### config.mk
export PLATFORM = sky130hd
export DESIGN_NAME = ex_stage
export DESIGN_NICKNAME = d
export VERILOG_FILES = /design/src/rtl/ex_stage.sv
export SDC_FILE = /design/constraint.sdc
export NUM_CORES = 1
export LEC_CHECK = 0
export BUFFER_PORTS_ARGS = -buffer_cell sky130_fd_sc_hd__buf_2
export CORE_MARGIN = 4
export CORE_UTILIZATION = 37
export DETAILED_ROUTE_END_ITERATION = 7
export MAX_ROUTING_LAYER = met4
export PLACE_DENSITY = 0.54
export SKIP_LAST_GASP = 1
export SLEW_MARGIN = 5
export SYNTH_ARGS = -nofsm -noshare
export SYNTH_HDL_FRONTEND = slang
export SYNTH_SLANG_ARGS = --single-unit
### constraint.sdc
create_clock -name clk -period 7.1 [get_ports clk]
set_clock_uncertainty 0.1 [all_clocks]
set_input_delay 1.42 -clock clk [delete_from_list [all_inputs] [get_ports clk]]
set_output_delay 1.42 -clock clk [all_outputs]
set_load 0.01 [all_outputs]
### src/rtl/ex_stage.sv
// Execute stage: operand forwarding, saturating ALU / address generation,
// Z/V/N flag register and the EX/MEM pipeline register with stall/flush.
module ex_stage #(
  parameter int DW = 16,
  parameter int RW = 4
) (
  input  logic          clk,
  input  logic          rst,
  input  logic          stall,
  input  logic          flush,
  input  logic [3:0]    opcode,
  input  logic [DW-1:0] rs_data,
  input  logic [DW-1:0] rt_data,
  input  logic [7:0]    imm,
  input  logic [DW-1:0] pc_plus2,
  input  logic [1:0]    fwd_a,
  input  logic [1:0]    fwd_b,
  input  logic [DW-1:0] wb_data,
  input  logic          rf_write,
  input  logic          dm_write,
  input  logic          memtoreg,
  input  logic          mem_fwd_in,
  input  logic [2:0]    branch,
  input  logic [RW-1:0] rf_read_reg1,
  input  logic [RW-1:0] rf_read_reg2,
  input  logic [RW-1:0] rf_write_reg,
  output logic          rf_write_out,
  output logic          dm_write_out,
  output logic          memtoreg_out,
  output logic          mux,
  output logic [DW-1:0] result_out,
  output logic [DW-1:0] rf_data_out2,
  output logic [RW-1:0] rf_read_reg1_out,
  output logic [RW-1:0] rf_read_reg2_out,
  output logic [RW-1:0] rf_write_reg_out,
  output logic [2:0]    branch_out,
  output logic [2:0]    flags
);

  typedef enum logic [3:0] {
    OP_ADD = 4'h0, OP_SUB = 4'h1, OP_XOR = 4'h2, OP_RED = 4'h3,
    OP_SLL = 4'h4, OP_SRA = 4'h5, OP_ROR = 4'h6, OP_PADDSB = 4'h7,
    OP_LW  = 4'h8, OP_SW  = 4'h9, OP_LLB = 4'hA, OP_LHB = 4'hB,
    OP_RSVC = 4'hC, OP_RSVD = 4'hD, OP_PCS = 4'hE, OP_RSVF = 4'hF
  } op_e;

  op_e          op;
  logic [15:0]  a, b, alu, add_raw, sub_raw, psb;
  logic [31:0]  rot;
  logic [7:0]   red8;
  logic [4:0]   nib;
  logic [3:0]   sh;
  logic         add_ovf, sub_ovf, v_new, upd_z, upd_vn;

  always_comb begin
    case (fwd_a)
      2'd1:    a = result_out;
      2'd2:    a = wb_data;
      default: a = rs_data;
    endcase
    case (fwd_b)
      2'd1:    b = result_out;
      2'd2:    b = wb_data;
      default: b = rt_data;
    endcase
  end

  // Overflow only when operand signs make it possible; the clamp direction
  // always follows the sign of A for both add and subtract.
  assign add_raw = a + b;
  assign sub_raw = a - b;
  assign add_ovf = (a[15] == b[15]) && (add_raw[15] != a[15]);
  assign sub_ovf = (a[15] != b[15]) && (sub_raw[15] != a[15]);
  assign sh      = imm[3:0];
  assign red8    = a[15:8] + b[15:8] + a[7:0] + b[7:0];
  assign rot     = {a, a} >> sh;

  always_comb begin
    psb = '0;
    nib = '0;
    for (int unsigned i = 0; i < 4; i++) begin
      nib = {a[4*i+3], a[4*i +: 4]} + {b[4*i+3], b[4*i +: 4]};
      psb[4*i +: 4] = (nib[4] != nib[3]) ? (nib[4] ? 4'h8 : 4'h7) : nib[3:0];
    end
  end

  always_comb begin
    op     = op_e'(opcode);
    alu    = '0;
    v_new  = 1'b0;
    upd_z  = 1'b0;
    upd_vn = 1'b0;
    case (op)
      OP_ADD: begin
        alu    = add_ovf ? (a[15] ? 16'h8000 : 16'h7FFF) : add_raw;
        v_new  = add_ovf;
        upd_z  = 1'b1;
        upd_vn = 1'b1;
      end
      OP_SUB: begin
        alu    = sub_ovf ? (a[15] ? 16'h8000 : 16'h7FFF) : sub_raw;
        v_new  = sub_ovf;
        upd_z  = 1'b1;
        upd_vn = 1'b1;
      end
      OP_XOR:    begin alu = a ^ b;              upd_z = 1'b1; end
      OP_RED:    alu = {{8{red8[7]}}, red8};
      OP_SLL:    begin alu = a << sh;            upd_z = 1'b1; end
      OP_SRA:    begin alu = $signed(a) >>> sh;  upd_z = 1'b1; end
      OP_ROR:    begin alu = rot[15:0];          upd_z = 1'b1; end
      OP_PADDSB: alu = psb;
      OP_LW, OP_SW: alu = (a & 16'hFFFE) + {{11{imm[3]}}, imm[3:0], 1'b0};
      OP_LLB:    alu = (a & 16'hFF00) | {8'h00, imm};
      OP_LHB:    alu = (a & 16'h00FF) | {imm, 8'h00};
      OP_PCS:    alu = pc_plus2;
      default:   alu = '0;
    endcase
  end

  always_ff @(posedge clk or negedge rst) begin
    if (!rst) begin
      rf_write_out     <= 1'b0;
      dm_write_out     <= 1'b0;
      memtoreg_out     <= 1'b0;
      mux              <= 1'b0;
      result_out       <= '0;
      rf_data_out2     <= '0;
      rf_read_reg1_out <= '0;
      rf_read_reg2_out <= '0;
      rf_write_reg_out <= '0;
      branch_out       <= '0;
      flags            <= '0;
    end else if (flush) begin
      rf_write_out     <= 1'b0;
      dm_write_out     <= 1'b0;
      memtoreg_out     <= 1'b0;
      mux              <= 1'b0;
      result_out       <= '0;
      rf_data_out2     <= '0;
      rf_read_reg1_out <= '0;
      rf_read_reg2_out <= '0;
      rf_write_reg_out <= '0;
      branch_out       <= '0;
    end else if (!stall) begin
      rf_write_out     <= rf_write;
      dm_write_out     <= dm_write;
      memtoreg_out     <= memtoreg;
      mux              <= mem_fwd_in;
      result_out       <= alu;
      rf_data_out2     <= b;
      rf_read_reg1_out <= rf_read_reg1;
      rf_read_reg2_out <= rf_read_reg2;
      rf_write_reg_out <= rf_write_reg;
      branch_out       <= branch;
      if (upd_z) flags[2] <= (alu == '0);
      if (upd_vn) begin
        flags[1] <= v_new;
        flags[0] <= alu[15];
      end
    end
  end

endmodule

Yosys cells after proc, flatten, opt, wreduce, memory -nomap -nowiden
Index checks and enable logic that the tools add are counted.
{ "word_totals": {"regBits": 54, "output_inout_bits": 54} }
{ "classes": {"n_addsub": 10, "eq_ne": 25, "shifts": 3, "mux": 37, "bitwise_logic": 5, "reduce_logical": 9} }
{ "ops": {"columns": ["operator", "n"], "rows": [
  ["$pmux 16 s12", 1],
  ["$mux 16", 7],
  ["$pmux 16 s2", 2],
  ["$mux 4", 14],
  ["$add 16x16->16", 2],
  ["$shr 32x4->16", 1],
  ["$add 8x8->8", 3],
  ["$add 4x4->5", 4],
  ["$eq 4x4->1 const B", 5],
  ["$eq 4x3->1 const B", 4],
  ["$logic_not 16->1", 1],
  ["$or 16x8->16", 1],
  ["$or 8x16->16", 1],
  ["$shl 16x4->16", 1],
  ["$sshr 16x4->16", 1],
  ["$sub 16x16->16", 1],
  ["$xor 16x16->16", 1],
  ["$mux 1", 10],
  ["$eq 4x2->1 const B", 2],
  ["$ne 1x1->1", 7],
  ["$mux 3", 2],
  ["$reduce_and 3->1", 2],
  ["$reduce_or 6->1", 1],
  ["$eq 2x1->1 const B", 2],
  ["9 further kinds", 13]
]} }

Depth between registers and ports, before layout
Gate-level depths: netlist of run 1.
{ "logic_depth": {"word_depth": 9, "ltp_mapped": 28, "mapped_depth_nobuf": 25} }

Worst setup path after synthesis of run 1
No wires, ideal clock.
{ "synth_timing": {"path_type": "input to register", "start": "input port fwd_a[0]", "end": "register flags[2]", "setup_ps": 103, "arrival_time_ps": 7453, "t_required_ps": 6897, "setup_slack_ps": -557, "cell_stages": 27, "n_path_buf": 4, "cell_sequence": "inv_1 > ha_1 > buf_4 > inv_2 > buf_2 > buf_2 > mux2_2 > ha_1 > clkbuf_1 > nor2_1 > and3_1 > o21a_1 > o221ai_1 > a21oi_1 > a21oi_1 > nor2_1 > nor2_1 > fa_1 > and3_1 > o21ai_1 > nor2b_1 > o22ai_1 > or4_1 > or4_1 > nor4_1 > nand4_1 > o41ai_2"} }
{ "synth_via": {"elab_chain_cells": 8, "word_cells_on_any_way": 42, "classes_between": "add/sub: 10; eq/ne: 10; shift: 3; mux: 13; bitwise: 3; reduce/logical: 3"} }
{ "synth_rtl": {"columns": ["element", "line", "rtl"], "rows": [
  ["start, declared", "16", "input logic [1:0] fwd_a,"],
  ["$eq 2x2->1 or $eq 2x1->1 (tied branches)", "56", "case (fwd_a)"],
  ["$pmux 16 s2 *", "56", null],
  ["branches (longest 4 deep; another with $add 8x8->8)", null, null],
  ["$pmux 16 s12 *", "93", "case (op)"],
  ["$logic_not 16->1 *", "155", "if (upd_z) flags[2] <= (alu == '0);"],
  ["end signal, assigned", "155", null],
  ["end, declared", "37", "output logic [2:0] flags"]
]} }
Every way passes the cells marked *.
A chain may end at the register's enable or synchronous reset.

Worst setup path in the final report of run 1
{ "layout_timing": {"start": "input port fwd_b[0]", "end": "register flags[2]"} }
{ "layout_via": {"elab_chain_cells": 8, "word_cells_on_any_way": 35, "classes_between": "add/sub: 9; eq/ne: 10; mux: 12; bitwise: 1; reduce/logical: 3"} }
{ "layout_rtl": {"columns": ["element", "line", "rtl"], "rows": [
  ["start, declared", "17", "input logic [1:0] fwd_b,"],
  ["$eq 2x2->1 or $eq 2x1->1 (tied branches)", "61", "case (fwd_b)"],
  ["$pmux 16 s2 *", "61", null],
  ["branches (longest 4 deep; another with $add 8x8->8)", null, null],
  ["$pmux 16 s12 *", "93", null],
  ["$logic_not 16->1 *", "155", null]
]} }
Marked as above.

==> out/qor.yml, run 1 <==
setup_path:
  critPathBufInv: 6
  critical_path_arrival_ns: 6.84
  worst-r2r-setup-slack_ns: 1.42
  cp-start-kind: "input port"
  critical_path_class: "input port to flop"
  path_delay_family: "simple AND/OR/NAND/NOR gates"
  slowest_stage: "or4b_2"
  endpoint_kind: "flop"
  worstPathRequired_ns: 7.20
  cp_slowest_stage_delay_ns: 0.63
  crit_fanout: 13
timing:
  min_period_over_period_pct: 94.92
  setup_viol: 0
  finalMaxSlewViolations: 0
  hold_ws_ns: 0.3993
  worstMarginPinSlew_ns: 1.255
  rsz0062_at_grt: "false"
  slew_headroom_pct: 15.83
  hold_viol: 0
  timing.fmax_mhz: 148.4
  fin_crit_ns: 6.739
routing:
  wl_mm: 59.89
  drt_iter0_drc: 1624
  vias_per_cell: 6.560
  drt-wirelength-per-cell_um: 29.96
  antenna_left: 0
  first_pass_iters: 5
  via_count: 13110
  post-route-drc-count: 0
logic_synthesis:
  synthTopCellsByArea: "dfrtp_1, ha_1, nor2_1, mux2i_1, a21oi_1"
  syn_inst: 1383
  synth_fa_ha_area_share_pct: 10.99
  synth_seq_cells: 54
  synth.distinct_cells: 92
  yosysWarnings: 0
  async_flop_share_pct: 100.0
  syn_area_per_cell_um2: 7.504
  syn_area_mm2: 0.01038
  yosysTopAreaCellShare_pct: 13.02
  syn_nets: 1563
  synth_compound_area_share_pct: 32.18
  synth_edf_count: 0
  yosysTopAreaCell: "dfrtp_1"
  synthMuxAreaShare_pct: 10.33
  synth_top_family_by_area: "compound AO/OA/AOI/OAI gates"
  yosys.area_share.simple_pct: 23.51
  yosysSeqAreaShare_pct: 13.02
  synth_ff_type: "dfrtp_1"
  synth_xor_area_share_pct: 3.255
die:
  die_x_um: 175.5
  rows: 61
  initial_core_util_pct: 37.46
  io_pins: 157
  die_area_mm2: 0.03079
  die_h_um: 175.5
  coreArea_mm2: 0.02771
global_route:
  overflow: 0
  grt.total_usage_pct: 38.07
  grt_max_degree: 63
  grt_pass1_wl_mm: 85.18
  antenna_found_initial: 0
  grt_pass1_vias: 12330
cells_and_area:
  layout_common_cells: "buf_4, buf_2, nor2_1"
  drive_gt1_share_pct: 26.10
  mostFrequentLayoutCell: "buf_4"
  seqCellArea_mm2: 0.001351
  diodes: 0
  stdcell_count: 1999
  finalNetCount: 1800
  fillers: 2878
  finalInstanceArea_mm2: 0.01287
  multi_input_area_mm2: 0.008476
  layout-area-overhead-vs-synth_pct: 24.00
cts:
  hold_buffers: 0
  cts_tree: "built"
  cts_buffers: 5
  clk_latency_ns: 0.29
  root_buffer: "clkbuf_16"
  clock_sinks: 54
  htree_levels: 2
  clk_pin_slew_ns: 0.07
  clockBufferDepth: 2
hold_path:
  hold_class: "flop to flop"
outcome:
  outcome: "completed"
placement:
  placedCellCount: 1988
  port-buffer-count: 156
  placed_area_mm2: 0.01258
  place_congestion: 1.090
  dp_hpwl_mm: 48.96
power:
  leakagePower_nw: 5.801
  powerDensity_mw_per_mm2: 208.2
  p_total_w: 0.002680
  ir_worst_vdd_v: 0.0001104
run:
  cap_viol_max_count: 0
[through the flow]
| step | setup WS, ns | setup TNS (ns) | utilization (%) |
|---|---|---|---|
| after floorplan | 0.01722 | 0 | - |
| after global placement | -0.2006 | -0.2006 | 45.41 |
| after detailed placement | -0.2703 | -0.2703 | 45.41 |
| after CTS | 0.04345 | 0 | 46.02 |
| after global routing | 0.07063 | 0 | 46.45 |
| final | 0.3609 | 0 | 46.45 |
[worst paths after layout]
check | start | endpoint | cells after the start
min in group asynchronous | rst | rf_write_out | 2
max | fwd_b[0] | flags[2] | 27
max reg2reg | result_out[1] | flags[2] | 23
min reg2reg | flags[1] | flags[1] | 2
min | flags[1] | flags[1] | 2
max in group asynchronous | rst | result_out[5] | 2
[flip-flops by register name, summed over array words and instances, names as in the netlist]
| signal | cells |
|---|---|
| branch_out | 3 |
| rf_read_reg2_out | 4 |
| rf_read_reg1_out | 4 |
| memtoreg_out | 1 |
| mux | 1 |
| rf_write_reg_out | 4 |
| dm_write_out | 1 |
| result_out | 16 |
| flags | 3 |
| rf_write_out | 1 |
| rf_data_out2 | 16 |
[where the power goes]
part	total (W)	switching, W	internal (W)
logic	0.00206	0.00124	0.000817
registers	0.000365	0.0000307	0.000334
clock network	0.000259	0.000123	0.000136
total	0.00268	0.00139	0.00129
[worst register-to-register path: cells and delay by family, from the launching register on]
kind / cells / cell delay (ns)
AND/OR/NAND/NOR: 8 / 1.98
flip-flops: 1 / 0.46
buffers and inverters: 2 / 0.29
AO/OA/AOI/OAI: 11 / 1.80
adder cells (fa/ha/maj): 2 / 0.95
[layout make-up]
class / count / area share (%)
multi-input cells: 1156 / 65.86
inverters: 70 / 2.090
clock inverters: 3 / 0.2236
well taps: 378 / 3.675
repair buffers: 333 / 16.68
flip-flops and latches: 54 / 10.50
clock buffers: 5 / 0.9722
[synthesized netlist by cell type, drive strengths merged, types with 15 or more instances]
master and count:
a211oi 22, a21o 15, a21oi 100, a221o 18
a221oi 21, a22o 20, a22oi 25, a31oi 19
buf 33, clkbuf 70, dfrtp 54, fa 21
ha 56, inv 69, mux2i 52, mux4 19
nand2 90, nand2b 38, nand3 31, nor2 149
nor2b 29, nor3 55, o21ai 75, o22ai 19
o31ai 16, xnor2 25
[timing repair]
action | 4_1_cts | 5_1_grt
pin swaps | 0 | 8
setup endpoints to repair | 1 | 1
setup buffers | 1 | 2
gates resized for setup | 2 | 25
[per-layer routing]
layer	vias up	GRT usage (%)	wire length, um
li1	5731	-	-
met1	6434	49.50	24100
met2	759	57.91	26610
met3	189	5.230	4963
met4	0	19.95	4212
met5	-	-	0
[cell families (layout without fill, tap and decap cells)]
logic type | Yosys count | after routing
buffers and inverters | 173 | 411
AO/OA/AOI/OAI | 472 | 472
AND/OR/NAND/NOR | 486 | 486
multiplexers | 82 | 82
XOR/XNOR | 37 | 37
flip-flops | 54 | 54
adder cells (fa/ha/maj) | 79 | 79
Note: power is estimated with default switching activity, not from simulation.
==> run 2, diff against run 1 <==
--- a/config.mk
+++ b/config.mk
@@ -6,11 +6,13 @@
 export NUM_CORES = 1
 export LEC_CHECK = 0
 export BUFFER_PORTS_ARGS = -buffer_cell sky130_fd_sc_hd__buf_2
+export CELL_PAD_IN_SITES_DETAIL_PLACEMENT = 2
+export CELL_PAD_IN_SITES_GLOBAL_PLACEMENT = 2
 export CORE_MARGIN = 4
-export CORE_UTILIZATION = 37
+export CORE_UTILIZATION = 34
 export DETAILED_ROUTE_END_ITERATION = 7
 export MAX_ROUTING_LAYER = met4
-export PLACE_DENSITY = 0.54
+export PLACE_DENSITY = 0.81
 export SKIP_LAST_GASP = 1
 export SLEW_MARGIN = 5
 export SYNTH_ARGS = -nofsm -noshare
==> run 2 against run 1 <==
Against the previous run: largest power group unchanged; die area up 8.4%; cell count down 1.3%; via count up 5.5%; worst hold slack better by 0.021 ns; combinational power up 7%; the run now ends with setup timing left; setup slack worse by 0.41 ns; clock power up 2%.
==> out/qor.yml, run 2 (synthesis results as in run 1) <==
outcome:
  outcome: "finished, violations left"
  violations: "setup timing"
global_route:
  antenna_found_initial: 1
  overflow: 0
  grt_pass1_wl_mm: 100.5
  grt.total_usage_pct: 41.52
  grt_pass1_vias: 13870
  grt_max_degree: 63
cts:
  htree_levels: 2
  clockBufferDepth: 2
  cts_tree: "built"
  hold_buffers: 0
  cts_buffers: 5
  clk_latency_ns: 0.30
  clock_sinks: 54
  clk_pin_slew_ns: 0.07
  root_buffer: "clkbuf_16"
power:
  leakagePower_nw: 5.595
  p_int_w: 0.001265
  seq_power_share_pct: 13.2
  pwr-share-comb_pct: 77.5
  p_switching_w: 0.001572
  powerDensity_mw_per_mm2: 225.4
  switching_share_pct: 55.41
  clkPwrFrac_pct: 9.3
  ir_worst_vdd_v: 0.0001443
  p_total_w: 0.002837
die:
  die_area_mm2: 0.03338
  die_x_um: 182.7
  coreArea_mm2: 0.02987
  die_h_um: 182.7
  io_pins: 157
  initial_core_util_pct: 34.74
  rows: 63
cells_and_area:
  fillers: 3523
  mostFrequentLayoutCell: "buf_2"
  finalInstanceArea_mm2: 0.01259
  layout-area-overhead-vs-synth_pct: 21.29
  finalNetCount: 1761
  top_regs: "result_out x16, rf_data_out2 x16"
  stdcell_count: 1973
  layout_common_cells: "buf_2, nor2_1, buf_4"
  drive_gt1_share_pct: 24.65
routing:
  antenna_left: 0
  drt-wirelength-per-cell_um: 36.60
  top_layer: "met4"
  dr_wl_met3_mm: 5.873
  post-route-drc-count: 0
  wl_met1_mm: 28.17
  vias_per_cell: 7.015
  wl_met2_mm: 33.29
  wl_mm: 72.21
  via_count: 13840
  first_pass_iters: 5
  drt_iter0_drc: 1665
setup_path:
  critical_path_arrival_ns: 7.25
  cpMostUsedCell: "buf_4"
  worstPathRequired_ns: 7.20
  cp-start-kind: "input port"
  slowest_stage: "a2111oi_0"
  endpoint_kind: "flop"
  critical_path_class: "input port to flop"
  crit_fanout: 14
  cp_cell_sequence: "buf_2 -> inv_1 -> ha_4 -> clkinvlp_4 -> buf_4 -> o21ai_1 -> inv_1 -> buf_4 -> fa_1 -> fa_1 -> ha_1 -> fa_1 -> a21o_1 -> a21oi_1 -> o21bai_1 -> a21oi_1 -> xnor2_2 -> buf_4 -> or2_2 -> o2111ai_1 -> a2111oi_0 -> buf_4 -> nand4_1 -> o41ai_2"
  cp_slowest_stage_delay_ns: 0.54
  rr_worst_depth: 20
placement:
  dp_hpwl_mm: 55.71
  port-buffer-count: 156
  placedCellCount: 1958
  place_congestion: 1.050
  placed_area_mm2: 0.01226
timing:
  min_period_over_period_pct: 100.7
  setup_viol: 1
  hold_ws_ns: 0.4202
  post-route-worst-setup-slack_ns: -0.04673
  slew_headroom_pct: 26.08
  finalMaxSlewViolations: 0
  fin_crit_ns: 7.147
  worstMarginPinSlew_ns: 1.097
  hold_viol: 0
  timing.fmax_mhz: 139.9
hold_path:
  holdPathStages: 2
  hold_class: "flop to flop"
run:
  cap_viol_max_count: 0
## run 2: worst paths after layout
path,from,end,slack (ns)
worst max-delay path,fwd_b[0],flags[2],-0.05
max in group asynchronous,rst,result_out[14],5.24
worst min-delay path,flags[1],flags[1],0.42
min in group asynchronous,rst,dm_write_out,1.18
worst min register to register,flags[1],flags[1],0.42
worst max register to register,result_out[1],flags[2],1.06
## run 2: per-stage QoR
step,setup slack [ns],TNS (ns),util [%]
after global routing,-0.1429,-0.1731,42.14
after floorplan,0.01722,0,-
after detailed placement,-0.5360,-0.7467,41.03
after CTS,0.07790,0,41.70
final,-0.04673,-0.04673,42.14
after global placement,-0.1309,-0.1309,41.03
## run 2: what timing repair did
item | CTS | global route
gates cloned | 0 | 0
setup endpoints to repair | 1 | 1
setup buffers | 3 | 2
gates resized for setup | 7 | 28
pin swaps | 0 | 5
## run 2: critical path: cells and delay by family
| family | cells | cell delay (ns) |
|---|---|---|
| AO/OA/AOI/OAI | 8 | 2.15 |
| adder cells (fa/ha/maj) | 5 | 2.04 |
| buffers and inverters | 8 | 1.15 |
| AND/OR/NAND/NOR | 2 | 0.27 |
| XOR/XNOR | 1 | 0.19 |
## run 2: layout make-up
| cell class | count | area (um2) | area share (%) |
|---|---|---|---|
| well taps | 390 | 488.0 | 3.876 |
| multi-input cells | 1156 | 8493 | 67.47 |
| diodes | 1 | 2.502 | 0.01988 |
| inverters | 70 | 272.8 | 2.167 |
| clock buffers | 5 | 125.1 | 0.9939 |
| clock inverters | 3 | 28.78 | 0.2286 |
| flip-flops and latches | 54 | 1351 | 10.73 |
| repair buffers | 294 | 1827 | 14.51 |
## run 2: per-layer routing
| layer | vias up | global-route usage (%) |
|---|---|---|
| li1 | 5646 | - |
| met1 | 7001 | 52.47 |
| met2 | 911 | 66.11 |
| met3 | 282 | 5.103 |
| met4 | 0 | 19.69 |
| met5 | - | - |
## run 2: power groups by stage
stage	registers, W	clock network (W)	logic [W]
after floorplan	0.000372	0	0.00111
after global placement	0.000373	0	0.00194
after detailed placement	0.000375	0	0.00201
after CTS	0.000370	0.000265	0.00206
after global routing	0.000375	0.000280	0.00227
final	0.000373	0.000265	0.00220
